<file path="src/rtl/traffic_sensor_frontend.sv">
// Loop-detector front end: debounce, per-approach vehicle queues,
// green-time departures, overflow and lamp-fault flags.
module traffic_sensor_frontend #(
    parameter int DEB_CYC    = 3,
    parameter int QW         = 5,
    parameter int DEPART_CYC = 2
) (
    input  logic          clk,
    input  logic          rst,
    input  logic          loop_north,
    input  logic          loop_east,
    input  logic          loop_south,
    input  logic          loop_west,
    input  logic [2:0]    ns_light,
    input  logic [2:0]    ew_light,
    input  logic [2:0]    sn_light,
    input  logic [2:0]    we_light,
    output logic          sensor_north,
    output logic          sensor_east,
    output logic          sensor_south,
    output logic          sensor_west,
    output logic [QW-1:0] q_north,
    output logic [QW-1:0] q_east,
    output logic [QW-1:0] q_south,
    output logic [QW-1:0] q_west,
    output logic          q_overflow,
    output logic          lamp_fault
);

    localparam logic [QW-1:0] QMAX  = '1;
    localparam logic [2:0]    RED   = 3'b001;
    localparam logic [2:0]    YEL   = 3'b010;
    localparam logic [2:0]    GRN   = 3'b100;
    localparam logic [4:0]    DEB_T = 5'(DEB_CYC);
    localparam logic [4:0]    DEP_T = 5'(DEPART_CYC);

    typedef enum logic [1:0] {IDLE, ARM, OCC, CLR} det_e;

    det_e          st    [4];
    det_e          st_n  [4];
    logic [3:0]    cnt   [4];
    logic [3:0]    cnt_n [4];
    logic [3:0]    dt    [4];
    logic [3:0]    dt_n  [4];
    logic [QW-1:0] q     [4];
    logic [QW-1:0] q_n   [4];
    logic [2:0]    light [4];
    logic [3:0]    loop_v;
    logic [3:0]    arr;
    logic [3:0]    dep;
    logic [3:0]    ovf_hit;
    logic [3:0]    sens;
    logic          lamp_bad;

    function automatic logic last_tick(input logic [3:0] c, input logic [4:0] t);
        return ({1'b0, c} + 5'd1) == t;
    endfunction

    assign loop_v   = {loop_west, loop_south, loop_east, loop_north};
    assign light[0] = ns_light;
    assign light[1] = ew_light;
    assign light[2] = sn_light;
    assign light[3] = we_light;

    // Detector next state: an edge is accepted after DEB_CYC identical samples.
    always_comb begin
        for (int i = 0; i < 4; i++) begin
            st_n[i]  = st[i];
            cnt_n[i] = cnt[i];
            arr[i]   = 1'b0;
            unique case (st[i])
                IDLE: if (loop_v[i]) begin
                    if (DEB_T == 5'd1) begin
                        st_n[i] = OCC;
                        arr[i]  = 1'b1;
                    end else begin
                        st_n[i]  = ARM;
                        cnt_n[i] = 4'd1;
                    end
                end
                ARM: if (!loop_v[i]) begin
                    st_n[i]  = IDLE;
                    cnt_n[i] = 4'd0;
                end else if (last_tick(cnt[i], DEB_T)) begin
                    st_n[i]  = OCC;
                    cnt_n[i] = 4'd0;
                    arr[i]   = 1'b1;
                end else begin
                    cnt_n[i] = cnt[i] + 4'd1;
                end
                OCC: if (!loop_v[i]) begin
                    if (DEB_T == 5'd1) begin
                        st_n[i] = IDLE;
                    end else begin
                        st_n[i]  = CLR;
                        cnt_n[i] = 4'd1;
                    end
                end
                CLR: if (loop_v[i]) begin
                    st_n[i]  = OCC;
                    cnt_n[i] = 4'd0;
                end else if (last_tick(cnt[i], DEB_T)) begin
                    st_n[i]  = IDLE;
                    cnt_n[i] = 4'd0;
                end else begin
                    cnt_n[i] = cnt[i] + 4'd1;
                end
                default: begin
                    st_n[i]  = IDLE;
                    cnt_n[i] = 4'd0;
                end
            endcase
        end
    end

    // Departure timing and queue arithmetic per approach.
    always_comb begin
        for (int i = 0; i < 4; i++) begin
            dep[i]     = 1'b0;
            dt_n[i]    = 4'd0;
            q_n[i]     = q[i];
            ovf_hit[i] = 1'b0;
            if (light[i] == GRN && q[i] != '0) begin
                if (last_tick(dt[i], DEP_T)) dep[i]  = 1'b1;
                else                         dt_n[i] = dt[i] + 4'd1;
            end
            if (arr[i] && !dep[i]) begin
                if (q[i] == QMAX) ovf_hit[i] = 1'b1;
                else              q_n[i]     = q[i] + 1'b1;
            end else if (dep[i] && !arr[i]) begin
                q_n[i] = q[i] - 1'b1;
            end
        end
    end

    // Lamp check: every code must be one-hot legal and at most one green.
    always_comb begin
        logic [2:0] ng;
        lamp_bad = 1'b0;
        ng       = 3'd0;
        for (int i = 0; i < 4; i++) begin
            if (light[i] != RED && light[i] != YEL && light[i] != GRN)
                lamp_bad = 1'b1;
            if (light[i] == GRN) ng = ng + 3'd1;
        end
        if (ng >= 3'd2) lamp_bad = 1'b1;
    end

    // State, queues, presence and sticky flags.
    always_ff @(posedge clk) begin
        if (rst) begin
            for (int i = 0; i < 4; i++) begin
                st[i]  <= IDLE;
                cnt[i] <= 4'd0;
                dt[i]  <= 4'd0;
                q[i]   <= '0;
            end
            sens       <= 4'd0;
            q_overflow <= 1'b0;
            lamp_fault <= 1'b0;
        end else begin
            for (int i = 0; i < 4; i++) begin
                st[i]   <= st_n[i];
                cnt[i]  <= cnt_n[i];
                dt[i]   <= dt_n[i];
                q[i]    <= q_n[i];
                sens[i] <= (q_n[i] != '0);
            end
            q_overflow <= q_overflow | (|ovf_hit);
            lamp_fault <= lamp_fault | lamp_bad;
        end
    end

    assign q_north      = q[0];
    assign q_east       = q[1];
    assign q_south      = q[2];
    assign q_west       = q[3];
    assign sensor_north = sens[0];
    assign sensor_east  = sens[1];
    assign sensor_south = sens[2];
    assign sensor_west  = sens[3];

endmodule

</file>
<file path="config.mk">
export PLATFORM = sky130hd
export DESIGN_NAME = traffic_sensor_frontend
export DESIGN_NICKNAME = d
export VERILOG_FILES = /design/src/rtl/traffic_sensor_frontend.sv
export SDC_FILE = /design/constraint.sdc
export NUM_CORES = 1
export LEC_CHECK = 0
export BUFFER_PORTS_ARGS = -buffer_cell sky130_fd_sc_hd__buf_2
export CELL_PAD_IN_SITES_DETAIL_PLACEMENT = 0
export CELL_PAD_IN_SITES_GLOBAL_PLACEMENT = 2
export CORE_UTILIZATION = 35
export DETAILED_ROUTE_END_ITERATION = 10
export GPL_ROUTABILITY_DRIVEN = 0
export PLACE_DENSITY = 0.89
export SYNTH_ARGS = -nofsm -noshare
export SYNTH_HDL_FRONTEND = slang
export SYNTH_SLANG_ARGS = --single-unit
</file>
<file path="constraint.sdc">
create_clock -name clk -period 2.7 [get_ports clk]
set_input_delay 0.135 -clock clk [delete_from_list [all_inputs] [get_ports clk]]
set_output_delay 0.135 -clock clk [all_outputs]
set_load 0.02 [all_outputs]
</file>
After elaboration in Yosys (flattened, before gate mapping) --
Memories as Yosys holds them, arrays and structs flattened. Cells that the tools add are included.
Storage, ports and cells: register bits 6, logic and storage cells 262, bits in latches 0, input port bits 18, memory bits (read-only) 0, memories kept 4, RAM bits 60, output and inout port bits 26
Operators by class: div/mod/pow operators 0, reductions and logical operators 41, mux-type cells 128, bitwise gates (word level) 18, $add $sub $neg 27, equality and inequality tests 40, order comparisons 1, shift operators 0, $mul 0
Memories:
- q | words 4, bits a word 5, rd ports 4, clocked after memory_dff 0, wr ports 4, RTL line 45 | logic [QW-1:0] q [4];
- cnt | words 4, bits a word 4, rd ports 4, clocked after memory_dff 0, wr ports 4, RTL line 41 | logic [3:0] cnt [4];
- dt | words 4, bits a word 4, rd ports 4, clocked after memory_dff 0, wr ports 4, RTL line 43 | logic [3:0] dt [4];
- st | words 4, bits a word 2, rd ports 4, clocked after memory_dff 0, wr ports 4, RTL line 39 | det_e st [4];
Operators with widths (number):
- $mux W4 | 36
- $mux W5 | 16
- $pmux W4 S4 | 4
- $mux W2 | 28
- $add A4 B1 Y5 const B | 8
- $eq A5 B2 Y1 const B | 8
- $reduce_bool A5 Y1 | 8
- $mux W1 | 37
- $add A4 B1 Y4 const B | 8
- $pmux W2 S4 | 4
- $add A5 B1 Y5 const B | 4
- $eq A5 B5 Y1 const B | 4
- $logic_and A1 B1 Y1 | 20
- $sub A5 B1 Y5 const B | 4
- $or A1 B1 Y1 | 18
- $eq A2 B2 Y1 const B | 8
- $eq A3 B3 Y1 const B | 4
- $ne A3 B1 Y1 const B | 4
- $ne A3 B2 Y1 const B | 4
- $ne A3 B3 Y1 const B | 4
- $add A3 B1 Y3 const B | 3
- $mux W3 | 3
- $eq A2 B1 Y1 const B | 4
- $logic_not A1 Y1 | 8
- 3 further kinds | 6

Logic depth before layout (Yosys ltp) --
depth after elaboration 11, depth in mapped cells 10, mapped depth without buffers 10

Worst setup path after synthesis --
OpenSTA, ideal clock, no wires.
kind reg2reg, start point memory q[0][0], end point register sens[0], clock period less this slack 2.292 ns, buffers on the path 0, cell stages (with the launch flop) 9, arrival 2.152 ns, slack 0.408 ns, library setup time 0.140 ns, data required time 2.560 ns, cell sequence dfxtp_1 > inv_1 > ha_1 > a31oi_1 > nand4_1 > nor4b_1 > mux2_2 > a21oi_1 > a41oi_1
RTL lines:
- from (decl) | RTL line 45
- to (signal, indexed assignment) | RTL line 167 | sens[i] <= (q_n[i] != '0);
- to (decl) | RTL line 52 | logic [3:0] sens;

==> flow_summary.ini <==
[outcome]
status = finished clean

[die]
start_util_pct = 36.2
die_h_um = 111
boundaryPins = 44
rows = 39
coreArea_um2 = 11500
die_w_um = 111
die_area_um2 = 12300

[sta]
finClkSkew_ps = 7.42
worstMarginPinSlew_ps = 575
fmax_mhz = 415
setup_viol = 0
slew_viol_final = 0
fin_crit_sh_pct = 89.3
fin_crit_ps = 2410
rsz0062_at_grt = false
fin_tns_setup_ps = 0
maxSlewHeadroom_pct = 61.4
holdWs_ps = 94.2
finalHoldViolCount = 0

[clock_network]
cts-resized-gates = 0
cts_setup_buffers = 0
root_buffer = clkbuf_16
cts.clk_slew.worst_paths_ps = 50
insertion_delay_ps = 330
cts_buffer_depth = 2
clkSinkCount = 66
numCtsBuffers = 9
htreeDepth = 3
cts-hold-fix-buffers = 0
cts_tree = done

[grt]
busiest_layer = met2
met3_usage_pct = 3.55
grt_util_met1_pct = 19.7
gr-usage-all-layers_pct = 15.9
antenna_found_initial = 0
overflow = 0
grt_pass1_wl_um = 16000
grt_pass1_vias = 3509
grt_start_max_net_pins = 23
grtUsageMet2_pct = 26.9

[synthesis]
synth_area_um2 = 4150
synth_edf_count = 0
ys_warn_count = 0
synth_flop_cell = dfxtp_1
avgSynthCellArea_um2 = 8.11
postSynthCellCount = 512
synth_top_cell_area_share_pct = 31.8
synth.top_cells.by_count = nor2_1 (78), dfxtp_1 (66), a21oi_1 (37)
synthTopCellsByArea = dfxtp_1 (32%), ha_1 (10%), nor2_1 (7.1%), a21oi_1 (4.5%), nand3_1 (3.3%)
synth_nets = 564
ys_types = 67
ys_seq_elements = 66
async_flop_share_pct = 0
yosysMostFrequentCell = nor2_1
yosysSeqAreaShare_pct = 31.8
synth_top_area_cell = dfxtp_1

[setup_path]
startpoint_type = flip-flop
cp_slowest_cell = dfxtp_1
worstPathRequired_ps = 2890
cp_cell_sequence = inv_1, ha_1, a31oi_1, nand4_1, nor4b_1, mux2_2, a21oi_1, a41oi_1
cp_max_fo = 8
arrival_ps = 2600
critical_path_buf_inv_count = 1
critPathTopFamily = simple AND/OR/NAND/NOR gates
slowest_delay_ps = 430
rrSetupSlack_ps = 290
critPathKind = flip-flop to flip-flop
crit_path_end_kind = flip-flop

[pwr]
p_leak_nw = 2.01
p_sw_mw = 0.617
power_frac_comb_pct = 10.4
p_per_area_nw_per_um2 = 524
seq_power_share_pct = 41.0
switching_share_pct = 24.2
finalPower_mw = 2.54
ir_worst_vdd_mv = 0.414
p_clk_share_pct = 48.6
p_int_mw = 1.93

[finish]
antennaDiodeCount = 0
area_growth_syn_to_layout_pct = 16.9
n_fill_cell = 1180
num-nets-final = 610
layout-drive-gt1-share_pct = 14.2

[detailed_routing]
post-route-drc-count = 0
vias = 3763
first_iter_violations = 165
post_drt_wl_per_cell_um = 13.3
via_per_inst = 5.33
ant_nets = 0
first_pass_iters = 5
wl_um = 9380

[job]
drv_cap = 0

[placement]
dp_hpwl_um = 7080
port_buffers = 43

[min_path]
hold_path_class = primary input to flip-flop
==> cells by family after synthesis <==
family                     synth area share (%)
DFF                                        31.8
adders and majority gates                  10.3
buffers and inverters                      4.01
AOI/OAI and AO/OA                          20.0
muxes                                      1.96
xor gates and xnor gates                   4.85
and+or+nand+nor                            27.1
==> through the flow <==
step	instance area [um^2]	setup WS [ps]	instances	util (%)
floorplan	4150	408	512	-
global placement	4530	366	690	39.5
detailed placement	4530	266	690	39.5
CTS	4850	273	706	42.3
global route	4850	43.1	706	42.3
finish	4850	289	706	42.3
==> registers in the layout (all words and copies together) (netlist names), named ones only <==
signal / flops
q_overflow: 1
lamp_fault: 1
q: 20
cnt: 16
st: 4
dt: 16
sens: 4
==> power groups by stage <==
stage | Sequential [mW] | Combinational (mW) | Clock (mW)
2_1_floorplan | 1.06 | 0.182 | 0
3_3_place_gp | 1.06 | 0.258 | 0
3_5_place_dp | 1.06 | 0.262 | 0
4_1_cts | 1.04 | 0.263 | 1.28
5_1_grt | 1.05 | 0.299 | 1.31
6_report | 1.04 | 0.264 | 1.24
==> final timing paths <==
| kind | cells past startpoint | from | end |
|---|---|---|---|
| setup / recovery | 8 | q[0][1]$_SDFF_PP0_ | sens[0]$_SDFF_PP0_ |
| hold / removal | 3 | loop_east | flip-flop |
| setup reg to reg | 8 | q[0][1]$_SDFF_PP0_ | sens[0]$_SDFF_PP0_ |
| hold reg to reg | 1 | dt[3][0]$_SDFF_PP0_ | dt[3][0]$_SDFF_PP0_ |
==> area by class of cell <==
type	instances	area, um^2	share of cell area [%]
Clock buffer	15	288	5.93
Clock inverter	1	30.0	0.619
Inverter	31	116	2.40
Multi-Input combinational cell	402	2660	54.9
Sequential cell	66	1320	27.2
Tap cell	143	179	3.69
Timing Repair Buffer	48	253	5.21
==> worst min-delay path, stage by stage <==
cell	delay, ps
buf_2	110
mux2i_1	70
nor2_1	70
==> layout by cell type, fill, tap and decap left out, types with 3 or more instances in the layout <==
cell type	instances
nor2_1	78
dfxtp_1	66
buf_2	43
a21oi_1	37
ha_1	34
inv_1	31
nand2_1	29
nand3_1	27
o21ai_0	22
xnor2_1	13
nor3_1	13
xor2_1	10
a211oi_1	10
a21o_1	9
and3_1	9
a31oi_1	9
clkbuf_16	9
mux2i_1	7
nand4_1	7
a21boi_0	5
nand2b_1	5
and2_1	5
nand3b_1	5
o32ai_1	5
buf_4	5
nor3b_1	4
a41oi_1	4
or3_1	4
clkbuf_8	4
nor4b_1	3
==> layer usage <==
| layer | up-vias | part of all wire (%) |
|---|---|---|
| met2 | 89 | 47 |
| met4 | 0 | 1.3 |
| met3 | 12 | 4.6 |
| li1 | 1941 | - |
| met5 | - | 0 |
| met1 | 1721 | 47 |
No activity file was read; power rests on OpenSTA's default activity.
